$ cat config.mk
export PLATFORM = sky130hd
export DESIGN_NAME = byte_serial_adder_32
export DESIGN_NICKNAME = d
export VERILOG_FILES = /design/src/rtl/byte_serial_adder_32.sv
export SDC_FILE = /design/constraint.sdc
export NUM_CORES = 1
export LEC_CHECK = 0
export BUFFER_PORTS_ARGS = -buffer_cell sky130_fd_sc_hd__buf_4
export CORE_UTILIZATION = 41
export DETAILED_ROUTE_END_ITERATION = 16
export MAX_ROUTING_LAYER = met4
export PLACE_DENSITY = 0.68
export SYNTH_ARGS = -nofsm -noshare
export SYNTH_HDL_FRONTEND = slang
export SYNTH_HIERARCHICAL = 1
export SYNTH_SLANG_ARGS = --single-unit
$ cat constraint.sdc
create_clock -name clk -period 7.5 [get_ports clk]
set_clock_uncertainty 0.15 [all_clocks]
set_input_delay 1.5 -clock clk [delete_from_list [all_inputs] [get_ports clk]]
set_output_delay 1.5 -clock clk [all_outputs]
set_load 0.02 [all_outputs]
$ cat src/rtl/byte_serial_adder_32.sv
// 32-bit adder that reuses one 8-bit ripple-carry slice over four cycles,
// carrying between bytes in a register; start/busy/done handshake.

module rca_8_bit (
  input  logic [7:0] a,
  input  logic [7:0] b,
  input  logic       cin,
  output logic [7:0] sum,
  output logic       cout
);

  logic [8:0] w_c;

  assign w_c[0] = cin;

  for (genvar i = 0; i < 8; i++) begin : g_fa
    assign sum[i]   = a[i] ^ b[i] ^ w_c[i];
    assign w_c[i+1] = (a[i] & b[i]) | (a[i] & w_c[i]) | (b[i] & w_c[i]);
  end

  assign cout = w_c[8];

endmodule

module byte_serial_adder_32 (
  input  logic        clk,
  input  logic        rst,
  input  logic        start,
  input  logic [31:0] a,
  input  logic [31:0] b,
  input  logic        cin,
  output logic        busy,
  output logic        done,
  output logic [31:0] sum,
  output logic        cout,
  output logic        overflow
);

  typedef enum logic [1:0] {
    S_IDLE = 2'd0,
    S_ADD  = 2'd1,
    S_DONE = 2'd2
  } state_t;

  state_t      r_state;
  logic [31:0] r_a;
  logic [31:0] r_b;
  logic        r_c;
  logic [1:0]  r_idx;
  logic [31:0] r_acc;

  logic [7:0]  w_a_byte;
  logic [7:0]  w_b_byte;
  logic [7:0]  w_sum_byte;
  logic        w_cout;
  logic [31:0] w_acc_next;

  assign w_a_byte = r_a[{r_idx, 3'b000} +: 8];
  assign w_b_byte = r_b[{r_idx, 3'b000} +: 8];

  rca_8_bit u_slice (
    .a    (w_a_byte),
    .b    (w_b_byte),
    .cin  (r_c),
    .sum  (w_sum_byte),
    .cout (w_cout)
  );

  // Accumulator with the current byte merged in; on the last pass this is the full result.
  always_comb begin
    w_acc_next = r_acc;
    w_acc_next[{r_idx, 3'b000} +: 8] = w_sum_byte;
  end

  always_ff @(posedge clk) begin
    if (rst) begin
      r_state  <= S_IDLE;
      r_a      <= '0;
      r_b      <= '0;
      r_c      <= 1'b0;
      r_idx    <= '0;
      r_acc    <= '0;
      busy     <= 1'b0;
      done     <= 1'b0;
      sum      <= '0;
      cout     <= 1'b0;
      overflow <= 1'b0;
    end else begin
      case (r_state)
        S_IDLE, S_DONE: begin
          done <= 1'b0;
          if (start) begin
            r_a     <= a;
            r_b     <= b;
            r_c     <= cin;
            r_idx   <= '0;
            busy    <= 1'b1;
            r_state <= S_ADD;
          end else begin
            busy    <= 1'b0;
            r_state <= S_IDLE;
          end
        end
        S_ADD: begin
          r_acc <= w_acc_next;
          r_c   <= w_cout;
          r_idx <= r_idx + 2'd1;
          if (r_idx == 2'd3) begin
            sum      <= w_acc_next;
            cout     <= w_cout;
            overflow <= (r_a[31] == r_b[31]) & (w_sum_byte[7] != r_a[31]);
            busy     <= 1'b0;
            done     <= 1'b1;
            r_state  <= S_DONE;
          end
        end
        default: begin
          busy    <= 1'b0;
          done    <= 1'b0;
          r_state <= S_IDLE;
        end
      endcase
    end
  end

endmodule

* Word-level counts from Yosys, hierarchy flattened
Cells that the tools add are included.
** Operators by class
- Add/sub/neg operators :: 2
- Equal/unequal tests :: 7
- Shifts and indexed selects :: 4
- Multiplexer cells :: 11
- Bitwise operators :: 58
- Reduce and logical (&&, ||, !) cells :: 7
** Operator list (number)
- 32-bit by 6-bit variable part select with 8-bit output :: 2
- 32-bit bitwise mux :: 1
- 8-bit by 7-bit variable shift with 32-bit output (first input constant) :: 1
- 8-bit by 7-bit variable part select with 32-bit output :: 1
- 1-bit bitwise AND :: 25
- 1-bit OR :: 16
- 1-bit XOR :: 16
- 2-bit case mux with 2 select lines :: 2
- 5-bit negator with 7-bit output :: 1
- 2-bit AND reduction :: 3
- 2-bit equality test (second input constant) :: 2
- 1-bit 2-to-1 mux :: 4
- 2-bit 2-to-1 mux :: 2
- 2-bit inequality test (second input constant) :: 2
- 1-bit case mux with 2 select lines :: 2
- 2-bit OR reduction :: 2
- 2-bit by 1-bit adder with 2-bit output (second input constant) :: 1
- 2-bit by 1-bit equality test with 1-bit output (second input constant) :: 1
- 2-bit logical NOT :: 1
- 2-bit nonzero test :: 1
- 1-bit equality test :: 1
- 1-bit inequality test :: 1
- 1-bit NOT :: 1
** Storage, ports and cells
- Register bits :: 137
- Logic and storage cells :: 100

* Depth between registers and ports, before layout
Gate-level depths: netlist of the first run.
- Depth after elaboration :: 26
- Mapped depth :: 18

* By module
The synthesis of the first run kept the hierarchy.
** By module, submodules not included
- byte_serial_adder_32 :: instances 1, cells each 571, area each 5165.0 um^2, seq. area each 2562.5 um^2
- rca_8_bit :: instances 1, cells each 18, area each 197.7 um^2, seq. area each 0.0 um^2

* Least setup slack after synthesis of the first run
No wires, ideal clock.
- Path kind :: reg2reg
- Start point :: reg r_idx[0]
- End point :: reg overflow
- Setup time :: 0.132 ns
- Arrival time :: 4.923 ns
- Data required time :: 7.218 ns
- Setup slack :: 2.295 ns
- Stages on the path, launching flop included :: 19
- Path buffers :: 2
- Period minus slack after synthesis :: 5.205 ns
- Cell sequence :: dfxtp_1 -> buf_6 -> buf_4 -> mux4_2 -> inv_1 -> fa_1 -> inv_1 -> fa_1 -> fa_1 -> fa_1 -> fa_1 -> fa_1 -> fa_1 -> inv_1 -> fa_1 -> inv_1 -> and3b_1 -> a211oi_1 -> nor3_1
** On the way
- Word-level cells in the longest chain between the ends :: 25
- Elaborated cells on any way between the ends :: 43
- Classes of those cells :: 2 x eq/ne; 2 x shift; 38 x bitwise; 1 x reduce/logical
** RTL lines
- start, declared :: line 49 : logic [1:0] r_idx;
- start signal, assigned :: line 107 : r_idx <= r_idx + 2'd1;
- 32-bit by 6-bit variable part select with 8-bit output * :: line 58 : assign w_a_byte = r_a[{r_idx, 3'b000} +: 8];
- net w_a_byte[0] :: line 52 : logic [7:0] w_a_byte;
- 1-bit bitwise AND :: line 18 : assign w_c[i+1] = (a[i] & b[i]) | (a[i] & w_c[i]) | (b[i] & w_c[i]);
- 1-bit OR * (2 in a row) :: line 18
- 1-bit bitwise AND :: line 18
- 1-bit OR :: line 18
- 1-bit OR * :: line 18
- 1-bit bitwise AND :: line 18
- [10 not listed]
- 1-bit OR * :: line 18
- 1-bit bitwise AND :: line 18
- 1-bit OR :: line 18
- 1-bit OR * :: line 18
- 1-bit XOR * :: line 17 : assign sum[i] = a[i] ^ b[i] ^ w_c[i];
- net w_sum_byte[7] :: line 54 : logic [7:0] w_sum_byte;
- 1-bit inequality test * :: line 111 : overflow <= (r_a[31] == r_b[31]) & (w_sum_byte[7] != r_a[31]);
- 1-bit bitwise AND * :: line 111
- end signal, assigned :: line 111
- end, declared :: line 36 : output logic overflow
Mark *: on every way through the listed nets, which the timed path passes. The rest lies on a longest branch.
A chain may end at the register's enable or synchronous reset.

* Final worst setup path of the first run
- Start point :: reg r_idx[1]
- End point :: reg overflow
The elaborated chain is that of the path after synthesis.

==> results of run 1 <==
==> layer usage <==
metal,part of all wire (%),GRT usage (%)
met2,47,34.2
met5,0,-
met4,1.7,7.69
met3,6.0,6.23
met1,45,28.6
==> worst max-delay path: stages, from the launching register on <==
cell,delay (ps)
dfxtp_1,870
mux4_2,420
inv_1,100
fa_1,170
inv_1,50
fa_1,380
fa_1,390
fa_1,390
fa_1,390
fa_1,410
fa_1,370
inv_1,80
fa_1,410
inv_1,210
and3b_1,210
a211oi_1,200
nor3_1,70
==> placed cells by master (no fill, tap or decap), types with 3 or more instances in the layout <==
master      instances
mux4_2             16
a21oi_1            78
buf_4             110
ha_1                5
fa_1                8
inv_1              14
nor3_1             28
nor2_1             37
a221oi_1           24
a32oi_1             8
and3b_1            11
dfxtp_1           128
a22o_1             15
clkinvlp_4          3
nand2_1           140
clkinv_2            3
nor4b_4             3
clkbuf_16          17
bufinv_16           5
nand3_1            11
==> power by group through the flow <==
stage	logic, mW	clock network, mW	registers, mW
after global placement	0.177	0	0.736
after detailed placement	0.182	0	0.737
after global routing	0.201	0.930	0.725
final	0.184	0.890	0.723
after floorplan	0.119	0	0.730
after CTS	0.183	0.900	0.723
==> Yosys cell counts <==
cell,n
nor3_1,28
fa_1,8
a22o_1,15
a21oi_1,78
o21a_1,1
nor4bb_1,1
o22ai_1,1
clkinv_1,1
and3b_1,11
nor3b_4,1
buf_4,2
buf_1,8
mux4_2,16
nor2b_1,2
nor4b_4,3
ha_1,5
nand3b_1,2
dfxtp_1,128
inv_1,14
clkbuf_1,23
a32oi_1,8
a211oi_1,1
nand2_1,140
buf_2,13
o21ai_0,1
buf_6,3
nand2b_1,3
nand3_1,11
a221oi_1,24
nor2_1,37
==> flip-flops by register name, summed over array words and instances (netlist names) <==
| register | count |
|---|---|
| r_a | 32 |
| r_b | 32 |
| sum | 32 |
| r_acc | 24 |
| r_idx | 2 |
| busy | 1 |
| cout | 1 |
| done | 1 |
| overflow | 1 |
| r_c | 1 |
| r_state | 1 |
==> layout make-up <==
type                            count  area [um^2]
Fill cell                        1165         5840
Sequential cell                   128         2560
Multi-Input combinational cell    397         2530
Timing Repair Buffer              110          826
Clock buffer                       18          429
Tap cell                          172          215
Clock inverter                     14          214
Inverter                           15         56.3
==> how the worst max path moves through the flow <==
stage | depth (start not counted) | slack [ps] | to | from
global placement | 16 | 2200 | overflow$_SDFFE_PP0P_ | r_idx[1]$_SDFFE_PP0P_
floorplan | 18 | 2300 | overflow$_SDFFE_PP0P_ | r_idx[0]$_SDFFE_PP0P_
finish | 16 | 2070 | overflow$_SDFFE_PP0P_ | r_idx[1]$_SDFFE_PP0P_
global route | 16 | 1810 | overflow$_SDFFE_PP0P_ | r_idx[1]$_SDFFE_PP0P_
CTS | 16 | 2070 | overflow$_SDFFE_PP0P_ | r_idx[1]$_SDFFE_PP0P_
detailed placement | 16 | 2070 | overflow$_SDFFE_PP0P_ | r_idx[1]$_SDFFE_PP0P_
==> stage by stage <==
| step | std cells | cell area (um^2) | hold WS [ps] |
|---|---|---|---|
| floorplan | 589 | 5360 | 283 |
| global placement | 822 | 6190 | 293 |
| detailed placement | 822 | 6190 | 298 |
| CTS | 854 | 6830 | 306 |
| global route | 854 | 6830 | 322 |
| finish | 854 | 6830 | 305 |
==> cells by family (layout without fill, tap and decap cells) <==
family                     count (synthesis)  after routing  share of synthesized area (%)
and+or+nand+nor                          239            239                           20.6
AOI/OAI and AO/OA                        129            129                           15.4
DFF                                      128            128                           47.8
buffers and inverters                     64            157                           5.34
muxes                                     16             16                           6.72
adders and majority gates                 13             13                           4.15
==> impl_metrics.tcl, run 1 <==
set metrics [dict create \
    status "finished, final reports clean" \
    cp.arrival_ps 5530 \
    ant_nets 0 \
    vdd_ir_drop_max_uv 156 \
    reg2reg_to "overflow$_SDFFE_PP0P_" \
    drive_above_1_share_pct 24.0 \
    p_int_mw 1.37 \
    clk_latency_ps 410 \
    place.gp.congestion 0.804 \
    hold_viol_final 0 \
    switching_share_pct 23.9 \
    critPathLaunchType "register" \
    finalMaxSlewViolations 0 \
    synth_cell_types 30 \
    routed_wl_mm 13.8 \
    synth-warning-count 6 \
    hold_class "register to register" \
    antenna_found_initial 0 \
    synth_top_cell_by_area "dfxtp_1" \
    cap_violations 0 \
    reg2reg_slack_ps 2070 \
    postCtsHoldBufs 0 \
    vias 4579 \
    io_pins 104 \
    final_core_util_pct 53.9 \
    worstReg2RegStart "r_idx[1]$_SDFFE_PP0P_" \
    power.total_mw 1.80 \
    avgSynthCellArea_um2 9.10 \
    firstDrtPassIters 7 \
    drc 0 \
    ys_seq_elements 128 \
    die_y_um 116 \
    syn_area_um2 5360 \
    cts_buffers 17 \
    p_seq_share_pct 40.2 \
    cts_sinks 128 \
    p_switching_uw 429 \
    combPwrFrac_pct 10.2 \
    core_area_um2 12700 \
    grt_max_degree 97 \
    overflow 0 \
    syn_inst 589 \
    grt.total_usage_pct 22.5 \
    rows 41 \
    yosysSeqAreaShare_pct 47.8 \
    post-place-ws_ps 2070 \
    cts-resized-gates 0 \
    post_cts_buffers 0 \
    hold_end "r_a[7]$_SDFFE_PP0P_" \
    fmax_mhz 184 \
    fin_nets 750 \
    cts_htree_levels 4 \
    min_period_ps 5430 \
    setup_ws_ps 2070 \
    die_area_um2 13500 \
    port_buffers 103 \
    grt_pass1_wl_mm 22.5 \
    yosys-top-cells-area "dfxtp_1 (48%), nand2_1 (9.8%), a21oi_1 (7.3%)" \
    holdPathStages 2 \
    worstSetupPathType "register to register" \
    dp_hpwl_mm 9.54 \
    setup_viol 0 \
    clkTransAtPathRegs_ps 50 \
    synth_fp_nets 670 \
    rr_worst_depth 16 \
    maxSlewHeadroom_pct 31.5 \
    wl_per_cell_um 16.2 \
    synth_top_area_share_pct 47.8 \
    vias_per_cell 5.36 \
    clkPwrFrac_pct 49.5 \
    cts_tree "done" \
    area_delta_synth_final_pct 27.4 \
    rsz0062_at_grt "no" \
    timing.final.crit_share_pct 72.4 \
    setup_tns_ps 0 \
    tightestPinTransition_ps 1030 \
    clockRootBuffer "clkbuf_16" \
    start_util_pct 42.3 \
    crit_fanout 20 \
    p_leak_nw 2.78 \
    clock_path_buffers 2 \
    power.density_nw_per_um2 263 \
    min_from "r_a[7]$_SDFFE_PP0P_" \
    grt_pass1_vias 4495 \
    die_x_um 116 \
    cp.required_ps 7600 \
    end_kind "register" \
    drt_iter0_markers 311 \
    num_antenna_cells 0 \
]
(Power assumes the default switching activity.)
==> inputs of run 2 (changes only) <==
Settings changed: ABC_AREA set to 1, PLACE_DENSITY 0.68 to 0.7.
Clock period 7.5 ns to 4.45 ns, I/O delays scaled along.
==> impl_metrics.tcl, run 2 <==
set metrics [dict create \
    die_x_um 122 \
    grt.busiest_layer "met2" \
    crit_fanout 11 \
    layout_common_cells "nor2_1 (219), dfxtp_1 (126), buf_4 (120)" \
    rows 43 \
    num_antenna_cells 0 \
    tightestPinTransition_ps 852 \
    vias 5513 \
    hold_viol_final 0 \
    fmax_mhz 231 \
    avgSynthCellArea_um2 6.83 \
    synthArstFlopShare_pct 0 \
    wl_per_cell_um 12.9 \
    firstDrtPassIters 5 \
    grt.met3_usage_pct 5.48 \
    cp.required_ps 4670 \
    grtUsageMet1_pct 27.0 \
    timing.final.crit_share_pct 97.4 \
    clock_path_buffers 2 \
    cts_tree "done" \
    power.density_nw_per_um2 452 \
    slowest_delay_ps 430 \
    routed_wl_mm 14.8 \
    setup_viol 0 \
    finalInstanceArea_um2 7560 \
    drt_iter0_markers 309 \
    clockRootBuffer "clkbuf_16" \
    area_delta_synth_final_pct 28.1 \
    dpl_cell_area_um2 6780 \
    cp_slowest_cell "dfxtp_4" \
    grt_pass1_wl_mm 24.3 \
    end_kind "register" \
    final_common_cell "nor2_1" \
    final_core_util_pct 54.1 \
    overflow 0 \
    switching_share_pct 28.3 \
    io_pins 104 \
    yosys-top-cells-area "dfxtp_1 (43%), nor2_1 (14%), o21ai_0 (8.6%)" \
    fin_nets 1034 \
    syn_inst 864 \
    p_int_mw 2.45 \
    post-place-ws_ps -188 \
    critPathLaunchType "register" \
    synth_common_cells "nor2_1 (223), dfxtp_1 (128), nand2_1 (118)" \
    cp.arrival_ps 4550 \
    synth_edf_count 0 \
    place.gp.congestion 0.816 \
    cts_htree_levels 4 \
    synth_top_area_share_pct 43.4 \
    synth_cell_types 25 \
    regArea_um2 2570 \
    antenna_found_initial 0 \
    met2_usage_pct 34.3 \
    p_seq_share_pct 37.8 \
    p_switching_uw 968 \
    grt_pass1_vias 5164 \
    multi_input_area_um2 2820 \
    power.total_mw 3.42 \
    synth_most_common_cell "nor2_1" \
    drive_above_1_share_pct 21.3 \
    ys_seq_elements 128 \
    min_period_ps 4330 \
    clkPwrFrac_pct 42.7 \
    vias_per_cell 4.81 \
    clk_latency_ps 420 \
    setup_ws_ps 116 \
    syn_area_um2 5900 \
    cts_sinks 128 \
    synth_top_cell_by_area "dfxtp_1" \
    synth_fp_nets 945 \
    fillers 1379 \
    clkTransAtPathRegs_ps 60 \
    setup_tns_ps 0 \
    die_area_um2 14900 \
    maxSlewHeadroom_pct 43.1 \
    p_leak_nw 3.64 \
    finalMaxSlewViolations 0 \
    grt_max_degree 68 \
    grt.total_usage_pct 21.7 \
    top_regs "r_a x32, r_b x32, sum x32" \
    vdd_ir_drop_max_uv 302 \
    synth-warning-count 6 \
    dp_hpwl_mm 10.4 \
    cts_buffers 17 \
    rsz0062_at_grt "yes" \
    cp_common_cell "fa_2" \
    status "finished, final reports clean" \
    start_util_pct 42.2 \
    drc 0 \
    hold_class "register to register" \
    port_buffers 103 \
    core_area_um2 14000 \
    die_y_um 122 \
    combPwrFrac_pct 19.5 \
    worstSetupPathType "register to register" \
    yosysSeqAreaShare_pct 43.4 \
    crit_chain "inv_8, o21ai_4, o22ai_2, inv_2, fa_2, inv_2, fa_2, fa_2, fa_2, fa_2, fa_2, fa_2, inv_2, fa_1, inv_2, nand2_4, nor2_4, nand2_2, nand3_1, nand2_1, inv_1" \
    cap_violations 0 \
    ant_nets 0 \
    ys.flop_type "dfxtp_1" \
]
run 2: cell count changes in the layout (fill, tap and decap cells not counted), sizes merged, moves of 24 or more:
| cell | change |
|---|---|
| a21oi | -55 |
| a221oi | -24 |
| inv | +82 |
| nand3 | +48 |
| nor2 | +199 |
| nor3 | -27 |
| o21ai | +106 |
run 2: stage by stage:
| step | hold slack (ps) | instances |
|---|---|---|
| after global routing | 355 | 1146 |
| after detailed placement | 317 | 1110 |
| after CTS | 331 | 1145 |
| after global placement | 311 | 1110 |
| final | 326 | 1146 |
| after floorplan | 299 | 864 |
run 2: cells by family (layout without fill, tap and decap cells):
kind of cell	count (synthesis)	in the layout	synth area share, %
adder cells (fa/ha/maj)	13	13	3.77
AO/OA/AOI/OAI	149	149	13.1
flip-flops	128	128	43.4
buffers and inverters	151	253	10.5
AND/OR/NAND/NOR	423	423	29.3
run 2: final cells by class:
| type | count | area share, % |
|---|---|---|
| well taps | 180 | 2.98 |
| inverters | 98 | 5.00 |
| clock buffers | 18 | 5.81 |
| repair buffers | 123 | 12.5 |
| flip-flops and latches | 128 | 34.0 |
| clock inverters | 14 | 2.47 |
| multi-input cells | 585 | 37.3 |
run 2: final timing paths:
path / start / end / slack, ps / depth (start not counted)
setup / recovery: r_idx[0]$_SDFFE_PP0P_ / r_acc[15]$_SDFFE_PP0P_ / 120 / 21
hold / removal: r_a[19]$_SDFFE_PP0P_ / r_a[19]$_SDFFE_PP0P_ / 330 / 2
setup reg to reg: r_idx[0]$_SDFFE_PP0P_ / r_acc[15]$_SDFFE_PP0P_ / 120 / 21
hold reg to reg: r_a[19]$_SDFFE_PP0P_ / r_a[19]$_SDFFE_PP0P_ / 330 / 2
run 2: what timing repair did:
action,CTS,global route
setup buffers,3,1
pin swaps,0,3
hold buffers,0,0
gates resized for setup,4,35
endpoints found under the setup margin,8,8
run 2: power by group through the flow:
| stage | Sequential [mW] | Clock, mW | Combinational [mW] |
|---|---|---|---|
| 6_report | 1.29 | 1.46 | 0.668 |
| 3_5_place_dp | 1.31 | 0 | 0.618 |
| 5_1_grt | 1.30 | 1.54 | 0.746 |
| 4_1_cts | 1.29 | 1.49 | 0.636 |
| 3_3_place_gp | 1.31 | 0 | 0.603 |
| 2_1_floorplan | 1.30 | 0 | 0.429 |
run 2: layer usage:
metal | wire (um) | share of wire [%] | vias up
met2 | 6940 | 47 | 129
met5 | 0 | 0 | -
met4 | 253 | 1.7 | 0
li1 | - | - | 2906
met3 | 616 | 4.2 | 24
met1 | 6960 | 47 | 2454
run 2: worst max-delay path, delay by kind of cell (launching register included):
family          cells  cell delay, ps
simple gates        5             370
buf+inv             6             390
compound gates      2             200
flops               1             430
fa+ha+maj           8            2720
